[config.mk]
export PLATFORM = sky130hd
export DESIGN_NAME = fir_decimator
export DESIGN_NICKNAME = d
export VERILOG_FILES = /design/src/rtl/fir_pkg.sv /design/src/rtl/sample_fifo.sv /design/src/rtl/fir_decimator.sv
export SDC_FILE = /design/constraint.sdc
export NUM_CORES = 1
export LEC_CHECK = 0
export ABC_AREA = 1
export CORE_UTILIZATION = 59
export DETAILED_ROUTE_END_ITERATION = 10
export PLACE_DENSITY_LB_ADDON = 0.15
export SYNTH_ARGS = -nofsm -noshare
export SYNTH_HDL_FRONTEND = slang
export SYNTH_SLANG_ARGS = --single-unit
[constraint.sdc]
create_clock -name Clk -period 3 [get_ports Clk]
set_input_delay 0.45 -clock Clk [delete_from_list [all_inputs] [get_ports Clk]]
set_output_delay 0.45 -clock Clk [all_outputs]
set_load 0.02 [all_outputs]
[src/rtl/fir_pkg.sv]
// Shared types and constants for the FIR output path.
package fir_pkg;

  localparam int unsigned SAMPLE_W    = 12;
  localparam int unsigned FIR_LATENCY = 33;

  typedef logic signed [SAMPLE_W-1:0] sample_t;

  typedef enum logic {
    FILL,
    RUN
  } dec_state_t;

endpackage

[src/rtl/sample_fifo.sv]
// Synchronous FIFO with a registered head sample (no fall-through) and an occupancy count.
module sample_fifo #(
  parameter int unsigned DEPTH = 8,
  parameter int unsigned WIDTH = 12
) (
  input  logic                     i_clk,
  input  logic                     i_clr,
  input  logic                     i_push,
  input  logic                     i_pop,
  input  logic [WIDTH-1:0]         i_data,
  output logic [WIDTH-1:0]         o_data,
  output logic                     o_empty,
  output logic                     o_full,
  output logic                     o_drop,
  output logic [$clog2(DEPTH):0]   o_level
);

  localparam int unsigned PTR_W = $clog2(DEPTH);
  localparam int unsigned LVL_W = PTR_W + 1;

  logic [WIDTH-1:0] r_mem [DEPTH];
  logic [PTR_W-1:0] r_wr_ptr;
  logic [PTR_W-1:0] r_rd_ptr;
  logic [LVL_W-1:0] r_level;
  logic [WIDTH-1:0] r_head;

  logic             w_full;
  logic             w_empty;
  logic             w_wr;
  logic             w_rd;
  logic [PTR_W-1:0] w_rd_nxt;
  logic [LVL_W-1:0] w_level_d;
  logic [WIDTH-1:0] w_head_d;

  always_comb begin
    w_full    = (r_level == LVL_W'(DEPTH));
    w_empty   = (r_level == '0);
    // A full FIFO still accepts a push when the head leaves in the same cycle.
    w_wr      = i_push && (!w_full || i_pop);
    w_rd      = i_pop && !w_empty;
    w_rd_nxt  = r_rd_ptr + 1'b1;
    w_level_d = r_level;
    case ({w_wr, w_rd})
      2'b10:   w_level_d = r_level + 1'b1;
      2'b01:   w_level_d = r_level - 1'b1;
      default: w_level_d = r_level;
    endcase
    // Head register tracks mem[rd_ptr]; it holds its last value once empty.
    w_head_d = r_head;
    if (w_rd) begin
      if (r_level > LVL_W'(1)) begin
        w_head_d = r_mem[w_rd_nxt];
      end else if (w_wr) begin
        w_head_d = i_data;
      end
    end else if (w_wr && w_empty) begin
      w_head_d = i_data;
    end
  end

  always_ff @(posedge i_clk) begin
    if (w_wr) begin
      r_mem[r_wr_ptr] <= i_data;
    end
  end

  always_ff @(posedge i_clk) begin
    if (i_clr) begin
      r_wr_ptr <= '0;
      r_rd_ptr <= '0;
      r_level  <= '0;
      r_head   <= '0;
    end else begin
      if (w_wr) r_wr_ptr <= r_wr_ptr + 1'b1;
      if (w_rd) r_rd_ptr <= w_rd_nxt;
      r_level <= w_level_d;
      r_head  <= w_head_d;
    end
  end

  assign o_data  = r_head;
  assign o_empty = w_empty;
  assign o_full  = w_full;
  assign o_drop  = i_push && w_full && !i_pop;
  assign o_level = r_level;

endmodule

[src/rtl/fir_decimator.sv]
// Drops FIR pipeline-fill samples after Hlt, keeps every DEC_FACTOR-th sample,
// and buffers the kept samples for a valid/ready sink.
module fir_decimator
  import fir_pkg::*;
#(
  parameter int unsigned DEC_FACTOR  = 4,
  parameter int unsigned FILL_CYCLES = fir_pkg::FIR_LATENCY,
  parameter int unsigned FIFO_DEPTH  = 8,
  parameter int unsigned SAMPLE_W    = fir_pkg::SAMPLE_W
) (
  input  logic                          Clk,
  input  logic                          Hlt,
  input  logic [SAMPLE_W-1:0]           Din,
  output logic [SAMPLE_W-1:0]           Dout,
  output logic                          DoutValid,
  input  logic                          DoutReady,
  output logic [$clog2(FIFO_DEPTH):0]   Level,
  output logic                          Overflow,
  output logic                          Running
);

  localparam int unsigned FILL_W = (FILL_CYCLES > 1) ? $clog2(FILL_CYCLES) : 1;
  localparam int unsigned PH_W   = (DEC_FACTOR > 1) ? $clog2(DEC_FACTOR) : 1;

  dec_state_t  r_state;
  dec_state_t  w_state_d;
  logic [FILL_W-1:0] r_fill_cnt;
  logic [FILL_W-1:0] w_fill_cnt_d;
  logic [PH_W-1:0]   r_phase;
  logic [PH_W-1:0]   w_phase_d;
  logic              r_overflow;

  logic w_push;
  logic w_pop;
  logic w_empty;
  logic w_full;
  logic w_drop;

  always_comb begin
    w_state_d    = r_state;
    w_fill_cnt_d = r_fill_cnt;
    w_phase_d    = r_phase;
    w_push       = 1'b0;
    case (r_state)
      FILL: begin
        w_phase_d = '0;
        if ((FILL_CYCLES <= 1) || (r_fill_cnt == FILL_W'(FILL_CYCLES - 1))) begin
          w_state_d = RUN;
        end else begin
          w_fill_cnt_d = r_fill_cnt + 1'b1;
        end
      end
      RUN: begin
        w_push    = (r_phase == '0);
        w_phase_d = (r_phase == PH_W'(DEC_FACTOR - 1)) ? '0 : r_phase + 1'b1;
      end
      default: w_state_d = FILL;
    endcase
  end

  always_ff @(posedge Clk) begin
    if (Hlt) begin
      r_state    <= FILL;
      r_fill_cnt <= '0;
      r_phase    <= '0;
      r_overflow <= 1'b0;
    end else begin
      r_state    <= w_state_d;
      r_fill_cnt <= w_fill_cnt_d;
      r_phase    <= w_phase_d;
      if (w_drop) r_overflow <= 1'b1;
    end
  end

  assign w_pop = !w_empty && DoutReady;

  sample_fifo #(
    .DEPTH (FIFO_DEPTH),
    .WIDTH (SAMPLE_W)
  ) u_fifo (
    .i_clk   (Clk),
    .i_clr   (Hlt),
    .i_push  (w_push),
    .i_pop   (w_pop),
    .i_data  (Din),
    .o_data  (Dout),
    .o_empty (w_empty),
    .o_full  (w_full),
    .o_drop  (w_drop),
    .o_level (Level)
  );

  assign DoutValid = !w_empty;
  assign Overflow  = r_overflow;
  assign Running   = (r_state == RUN);

endmodule

-- Word level (Yosys, flattened, before mapping)
Memory sizes are Yosys's and may differ from the RTL's.
Cells that the tools add are included.
- memories kept: 1
- logic and storage cells: 52
- register bits: 32
- bits of input ports: 15
- output and inout bits: 19
- RAM bits: 96
- memory list (name ; depth ; bits a word ; read ports ; clocked after Yosys merged registers in ; write ports ; RTL line ; text):
    u_fifo.r_mem ; 8 ; 12 ; 1 ; 0 ; 1 ; sample_fifo.sv:21 ; logic [WIDTH-1:0] r_mem [DEPTH];
- bitwise gates (word level): 2
- magnitude comparators: 1
- mux-type cells: 12
- reduce and logical (&&, ||, !) cells: 16
- eq/ne operators: 6
- add/sub/neg operators: 6
- operators by type and width (kind ; count):
    $mux 12 ; 4
    $pmux 4 s2 ; 1
    $add 3x1->3 const B ; 2
    $add 6x1->6 const B ; 1
    $eq 6x6->1 const B ; 1
    $logic_and 1x1->1 ; 6
    $mux 1 ; 5
    $add 4x1->4 const B ; 1
    $eq 2x2->1 const B ; 2
    $eq 4x4->1 const B ; 1
    $gt 4x1->1 const B ; 1
    $logic_not 4->1 ; 1
    $pmux 2 s2 ; 1
    $reduce_and 2->1 ; 2
    $reduce_bool 2->1 ; 2
    $sub 4x1->4 const B ; 1
    $logic_not 1->1 ; 3
    $ne 3x2->1 const B ; 1
    $add 2x1->2 const B ; 1
    $eq 2x1->1 const B ; 1
    $logic_not 2->1 ; 1
    $mux 2 ; 1
    $not 1->1 ; 2
    $logic_or 1x1->1 ; 1

-- Depth between registers and ports, before layout
Gate-level depths: netlist of run 1.
- word-level depth: 8
- gate-level depth with buffers: 12
- gate-level depth less buffers: 11

-- Modules after synthesis
Synthesis of run 1 repeated with hierarchy kept, for this count alone.
- cells, all modules: 650
- area total of the unflattened synthesis: 5821.8 µm²
- by module, submodules not included (module ; instances ; cells each ; area each (µm²) ; sequential area each (µm²)):
    sample_fifo ; 1 ; 577 ; 5317.6 ; 3323.2
    fir_decimator ; 1 ; 73 ; 504.2 ; 200.2

-- Least setup slack after synthesis of run 1
No wires, ideal clock.
- path kind: register to register
- start: register u_fifo.r_level[0], in the netlist u_fifo.o_level[0]
- end: memory u_fifo.r_mem[0][0] (enable)
- setup time: 0.380 ns
- data arrival time: 1.941 ns
- clock period less this slack: 2.322 ns
- slack: 0.678 ns
- path buffers: 0
- cell stages (with the launch flop): 7
- required time: 2.620 ns
- cells stage by stage: dfxtp_1 -> inv_1 -> ha_1 -> nand2_1 -> o21ai_4 -> or2_2 -> nor2_1
- word-level cells in the longest chain between the ends: 7
- elaborated cells on any way between the ends: 9
- classes of those cells: 1 x eq/ne; 2 x mux; 6 x reduce/logical
- ends and longest elaborated chain (element ; RTL line ; text):
    start: declaration ; sample_fifo.sv:24 ; logic [LVL_W-1:0] r_level;
    start signal: assignment ; sample_fifo.sv:76 ; r_level <= w_level_d;
    $logic_not 4->1 ; sample_fifo.sv:37 ; w_empty = (r_level == '0);
    $logic_not 1->1 ; fir_decimator.sv:75 ; assign w_pop = !w_empty && DoutReady;
    $logic_and 1x1->1 ; fir_decimator.sv:75 ;
    $logic_or 1x1->1 (*) ; sample_fifo.sv:39 ; w_wr = i_push && (!w_full || i_pop);
    $logic_and 1x1->1 (*) ; sample_fifo.sv:39 ;
    $mux 1 (*) ; sample_fifo.sv:62 ; if (w_wr) begin
    $mux 1 (not written as such) (*) ; sample_fifo.sv:63 ; r_mem[r_wr_ptr] <= i_data;
    end: declaration ; sample_fifo.sv:21 ;
Every way passes the cells marked *; elsewhere a longest branch is shown, timed or not.

-- Final worst setup path of run 1
- start: register u_fifo.r_level[0], in the netlist u_fifo.o_level[0]
- end: output port DoutValid
- word-level cells in the longest chain between the ends: 2
- ends and longest elaborated chain (element ; RTL line ; text):
    $logic_not 4->1 ; sample_fifo.sv:37 ;
    $logic_not 1->1 ; fir_decimator.sv:93 ; assign DoutValid = !w_empty;
    end: declaration ; fir_decimator.sv:15 ; output logic DoutValid,
No other way between the ends.

==> metrics, run 1 <==
status=complete, no violations; reg2reg end=u_fifo.o_level[3]$_SDFFE_PP0P_; CTS root buffer=clkbuf_8; drt wl/cell=around 15 µm; Starting Density=60.8%; Period minus WS final=2530 ps; Antenna diodes=0; register area share after synthesis=59.6%; vias per inst=5.19; LEAKAGE=between 3 and 4 nW; CTS Hold Buffers Added=0; Yosys reg bits=128; Slew @ Worst Pin=around 850 ps; grt total ovfl=0; Pwr Density=745 nW/µm²; xor/xnor cell area share of the yosys netlist=less than 1%; area grow syn2layout=17.2%; die area=10,400 µm²; I/O pin cnt=34; CP arrival=2080 ps; Worst-Skew Late Latency=roughly 520 ps; H-tree depth=4; Core Util, Final=71.2%; PnR worst setup slack=471 ps; Die Wd=102 µm; Setup crit end kind=primary output; Final ANT Viol Nets=0; Top FF cell, synth=edfxtp_1; highest clock rate=0.395 GHz; unrepaired setup endpoints after global routing=false; row cnt=36; initial antenna violation count=0; GRT Util Overall=27.3%; post-synthesis mux area share=0%; synth warn=0; CTS max path bufs=2; adder-cell area share of the yosys netlist=under 10%; Data required, critical path=2550 ps; CTS tree=done; worst vdd ir=0.387 mV; Slew Limit Fails=0; clk_skew=a little over 7 ps; critical path peak fanout=5; top-area cell type share of the netlist area=48.7%; DRC violations left=0; min-delay src=r_phase[0]$_SDFF_PP0_; Hold EP=r_phase[0]$_SDFF_PP0_; TritonCTS buffer count=17; largest net degree at the start of global routing=51; post-synthesis async set-or-reset flop share=0%; Setup-failing EPs final=0; reg-to-reg startpoint=u_fifo.o_level[0]$_SDFFE_PP0P_; Synth top cells by count=nand2_1 (183), inv_1 (131), edfxtp_1 (96); Vias=around 4.4k; PortBufs=33; largest family of logic cells by synthesized area=simple AND/OR/NAND/NOR gates; Worst Reg-to-Reg Cells=11; critical path type=reg -> out; Syn Std Cell Area=5910 µm²; Yosys top cell by area=edfxtp_1; # Max-Cap Violations=0; area of the core=9730 µm²; cts repair resizes=0; crit start category=register; Post-Synth Simple-Gate Area=23.5%; largest cells by area after synthesis=edfxtp_1 (49%), nand2_1 (12%), dfxtp_1 (11%), inv_1 (8.3%), nand3_1 (6.3%); post-synth net total=694; Die Ht=around 100 µm; final setup TNS=0 ps; Synth Area in Compound Gates=under 10%; most common cell in the netlist=nand2_1; Post-synth EDFFs=96; # Post-CTS Setup Buffers=0; initial DRC count=~350; DP HPWL=8280 µm; Synth Instances=668; vias in the first global route=about 4.4k; final wirelength=12,800 µm; Mapped Avg Cell Area=8.85 µm²; hold-critical path depth=1; share of cells above drive strength 1=7.47%; number of clock sinks=about 130; Fin. Hold Viols=0; number of detailed-route iterations in the first pass=5; pre-CTS WS=roughly 630 ps; register-to-register setup slack=860 ps; Fillers=717; first-pass GRT wire length=20,900 µm; Final Wtd Congestion=0.866; Worst Hold Class=reg -> reg; Unique masters post-synth=26; fin crit share=84.3%; clock-pin slew on the worst setup and hold paths=about 60 ps; nets@finish=736; Slew HR=43.5%
routing by layer:
metal,GRT usage (%),part of all wire (%),vias to the layer above
li1,-,-,2167
met1,32.5,40,2060
met2,45.0,50,165
met3,6.57,5.9,48
met4,16.7,4.1,0
met5,0,0,-
metrics by stage:
step / instances / total power, W / instance area, µm² / hold slack, ps
after floorplan: 668 / 0.00292 / 5910 / 417
after global placement: 824 / 0.00320 / 6370 / 429
after detailed placement: 824 / 0.00325 / 6370 / 455
after CTS: 856 / 0.00517 / 6930 / 465
after global routing: 856 / 0.00541 / 6930 / 490
final: 856 / 0.00516 / 6930 / 458
state kept, by name, indices dropped and copies added, names as in the netlist:
signal / flops
u_fifo.r_mem: 96
u_fifo.o_data: 12
Overflow: 1
r_fill_cnt: 6
u_fifo.r_rd_ptr: 3
Running: 1
r_phase: 2
u_fifo.r_wr_ptr: 3
u_fifo.o_level: 4
worst max-delay path, stage by stage (launching register included):
cell             delay [ps]
dfxtp_1                 420
inv_1                   130
ha_1                    250
nand2_2                 130
clkdlybuf4s50_1         640
power breakdown:
| part | leakage (nW) | switching [W] | internal (W) |
|---|---|---|---|
| combinational | 1.72 | 0.000846 | 0.000404 |
| clock | 0.256 | 0.000750 | 0.00118 |
| sequential | 1.12 | 0.0000386 | 0.00195 |
| total | 3.10 | 0.00163 | 0.00353 |
cell type report:
type | instances | area (µm²) | share of cell area [%]
Clock buffer | 18 | 418 | 6.03
Clock inverter | 14 | 140 | 2.02
Inverter | 135 | 507 | 7.31
Multi-Input combinational cell | 381 | 1740 | 25.1
Sequential cell | 128 | 3520 | 50.8
Tap cell | 133 | 166 | 2.40
Timing Repair Buffer | 47 | 435 | 6.28
layout by cell type (no fill, tap or decap), drive strengths merged:
| master | n |
|---|---|
| clkdlybuf4s50 | 33 |
| nand3 | 75 |
| dfxtp | 32 |
| clkinv | 5 |
| a21oi | 17 |
| o21a | 1 |
| and2 | 1 |
| o21ai | 13 |
| nand4 | 3 |
| ha | 11 |
| clkinvlp | 5 |
| xor2 | 3 |
| nor2 | 67 |
| edfxtp | 96 |
| nor3 | 1 |
| nand2 | 187 |
| or2 | 1 |
| bufinv | 2 |
| inv | 137 |
| xnor2 | 1 |
| buf | 14 |
| clkbuf | 18 |
worst max path at each step:
stage | start | endpoint | cells past startpoint
after global routing | u_fifo.o_level[0]$_SDFFE_PP0P_ | DoutValid | 4
after global placement | DoutReady | u_fifo.o_level[3]$_SDFFE_PP0P_ | 10
after CTS | u_fifo.o_level[0]$_SDFFE_PP0P_ | DoutValid | 4
final | u_fifo.o_level[0]$_SDFFE_PP0P_ | DoutValid | 4
after floorplan | u_fifo.o_level[0]$_SDFFE_PP0P_ | u_fifo.r_mem[0][0]$_DFFE_PP_ | 6
after detailed placement | DoutReady | u_fifo.o_level[3]$_SDFFE_PP0P_ | 10
kinds of logic (layout without fill, tap and decap cells):
| group | count (synthesis) | in the layout |
|---|---|---|
| AO/OA/AOI/OAI | 31 | 31 |
| buffers and inverters | 159 | 214 |
| XOR/XNOR | 4 | 4 |
| AND/OR/NAND/NOR | 335 | 335 |
| adder cells (fa/ha/maj) | 11 | 11 |
| flip-flops | 128 | 128 |
Note: power is estimated with default switching activity, not from simulation.
==> inputs of run 2 (changes only) <==
--- a/config.mk
+++ b/config.mk
@@ -6,7 +6,7 @@
 export NUM_CORES = 1
 export LEC_CHECK = 0
 export ABC_AREA = 1
-export CORE_UTILIZATION = 59
+export CORE_UTILIZATION = 54
 export DETAILED_ROUTE_END_ITERATION = 10
 export PLACE_DENSITY_LB_ADDON = 0.15
 export SYNTH_ARGS = -nofsm -noshare
==> constraint.sdc (replaced) <==
create_clock -name Clk -period 2.3 [get_ports Clk]
set_input_delay 0.345 -clock Clk [delete_from_list [all_inputs] [get_ports Clk]]
set_output_delay 0.345 -clock Clk [all_outputs]
set_load 0.02 [all_outputs]
==> metrics, run 2 (synthesis results as in run 1) <==
initial antenna violation count=0 (unchanged); Pwr Density=976 nW/µm² (was 745 nW/µm²); Worst Hold Class=reg -> reg (unchanged); fin crit share=between 80% and 90%; CTS max path bufs=2 (unchanged); Die Ht=107 µm (was 102 µm); final setup TNS=0 ps (unchanged); CTS Hold Buffers Added=0 (unchanged); area of the core=10,500 µm² (was 9730 µm²); critical path type=reg -> out (unchanged); CP Launch Point=u_fifo.o_level[1]$_SDFFE_PP0P_ (was u_fifo.o_level[0]$_SDFFE_PP0P_); Worst-Skew Late Latency=530 ps (was 520 ps); Fillers=860 (was 717); reg-to-reg startpoint=u_fifo.o_level[1]$_SDFFE_PP0P_ (was u_fifo.o_level[0]$_SDFFE_PP0P_); initial DRC count=234 (was 352); CP arrival=1700 ps (was 2080 ps); Largest register FFs=96 (unchanged); Worst Reg-to-Reg Cells=11 (unchanged); critical path peak fanout=5 (unchanged); first-pass GRT wire length=20,300 µm (was 20,900 µm); crit start category=register (unchanged); cells along the critical path=inv_1 -> ha_1 -> nand2_2 -> dlygate4sd2_1 (was inv_1 -> ha_1 -> nand2_2 -> clkdlybuf4s50_1); register-to-register setup slack=270 ps (was 860 ps); vias per inst=4.96 (was 5.19); Max stage delay on crit path=370 ps (was 640 ps); hold-critical path depth=1 (unchanged); DP HPWL=8440 µm (was 8280 µm); Sw Pwr=0.00207 W (was 0.00163 W); Die Wd=107 µm (was 102 µm); P_int=0.00478 W (was 0.00353 W); H-tree depth=4 (unchanged); placed cells=833 (was 824); CTS root buffer=clkbuf_8 (unchanged); GRT Util Overall=24.0% (was 27.3%); critical path's slowest cell=dfxtp_1 (was clkdlybuf4s50_1); clock-pin slew on the worst setup and hold paths=60 ps (about the same); PnR worst setup slack=257 ps (was 471 ps); share of cells above drive strength 1=8.50% (was 7.47%); area grow syn2layout=18.7% (was 17.2%); status=complete, no violations (unchanged); leading cell type in the layout, fill and taps excluded=nand2_1 (unchanged); number of detailed-route iterations in the first pass=5 (unchanged); I/O pin cnt=34 (unchanged); PortBufs=33 (unchanged); min-delay src=r_phase[0]$_SDFF_PP0_ (unchanged); drt wl/cell=14.3 µm (was 15.0 µm); Sequential Power Share=37.8% (was 38.5%); grt total ovfl=0 (unchanged); CTS tree=done (unchanged); unrepaired setup endpoints after global routing=false (unchanged); Sw Share=30.2% (was 31.6%); Clk pwr share=38.5% (was 37.3%); row cnt=37 (was 36); Slew Limit Fails=0 (unchanged); vias in the first global route=4,205 (was 4,398); Starting Density=56.5% (was 60.8%); # Post-CTS Setup Buffers=0 (unchanged); Reg with most FFs=u_fifo.r_mem (unchanged); TritonCTS buffer count=17 (unchanged); Comb power frac=23.7% (was 24.2%); final wirelength=12,400 µm (was 12,800 µm); Antenna diodes=0 (unchanged); worst vdd ir=0.475 mV (was 0.387 mV); non-filler cells, final=865 (was 856); Period minus WS final=2040 ps; pre-CTS WS=110 ps (was 633 ps); Fin. Hold Viols=0 (unchanged); Setup-failing EPs final=0 (unchanged); Final Wtd Congestion=0.865 (was 0.866); die area=11,400 µm² (was 10,400 µm²); Vias=4,290 (was 4,440); LEAKAGE=3.17 nW (was 3.10 nW); nets@finish=742 (was 736); DRC violations left=0 (unchanged); # Max-Cap Violations=0 (unchanged); Slew @ Worst Pin=483 ps (was 846 ps); Setup crit end kind=primary output (unchanged); Slew HR=67.7% (was 43.5%); Data required, critical path=1960 ps (was 2550 ps); Final ANT Viol Nets=0 (unchanged); clk_skew=13.6 ps (was 7.28 ps); largest net degree at the start of global routing=31 (was 51); highest clock rate=roughly 0.5 GHz; most frequent cells in the layout=nand2_1 (183), inv_1 (131), edfxtp_1 (96), nand3_1 (74), nor2_1 (67) (unchanged); number of clock sinks=128 (unchanged)
[run 2: cell count changes in the layout (fill, tap and decap cells not counted), moves of 3 or more]
| cell | before | now |
|---|---|---|
| clkbuf_1 | 1 | 4 |
| clkbuf_16 | 16 | 20 |
| buf_4 | 14 | 20 |
| clkinv_1 | 3 | 0 |
| clkinvlp_4 | 5 | 0 |
[run 2: cell type report]
cell class                      instances  area [µm²]  share of cell area [%]
Sequential cell                       128        3520                    50.2
Multi-Input combinational cell        381        1740                    24.8
Clock buffer                           25         529                    7.54
Clock inverter                          7        66.3                   0.945
Timing Repair Buffer                   53         479                    6.83
Inverter                              135         507                    7.22
Tap cell                              136         170                    2.42
[run 2: layer usage]
layer,GRT usage (%),up-vias,routed length [µm]
met1,28.1,1981,5230
met3,5.59,20,519
met4,10.7,0,233
met2,41.9,110,6410
li1,-,2179,-
met5,0,-,0
[run 2: final timing paths]
check,endpoint
max,DoutValid
min,r_phase[0]$_SDFF_PP0_
max reg2reg,u_fifo.o_level[3]$_SDFFE_PP0P_
min reg2reg,r_phase[0]$_SDFF_PP0_
[run 2: critical path: cells and delay by family, from the launching register on]
family / cells / cell delay, ps
buffers and inverters: 2 / 450
DFF: 1 / 370
adders and majority gates: 1 / 220
and+or+nand+nor: 1 / 120
[run 2: timing repair]
item,in CTS,in global routing
pin swaps,0,0
gates cloned,0,0
resized for setup,1,2
endpoints found under the setup margin,1,1
[run 2: metrics by stage]
stage | util (%) | area, µm² | total power [W] | hold slack, ps
after global routing | 67.1 | 7020 | 0.00717 | 488
after detailed placement | 61.4 | 6420 | 0.00426 | 436
after CTS | 67.1 | 7020 | 0.00687 | 447
after floorplan | - | 5910 | 0.00382 | 414
after global placement | 61.4 | 6420 | 0.00423 | 441
final | 67.1 | 7020 | 0.00685 | 440
[run 2: power groups by stage]
stage                     clock network [W]  registers (W)  logic (W)
after floorplan                           0        0.00269    0.00113
after global placement                    0        0.00264    0.00159
after detailed placement                  0        0.00264    0.00162
after CTS                           0.00266        0.00259    0.00162
after global routing                0.00276        0.00260    0.00181
final                               0.00263        0.00259    0.00162
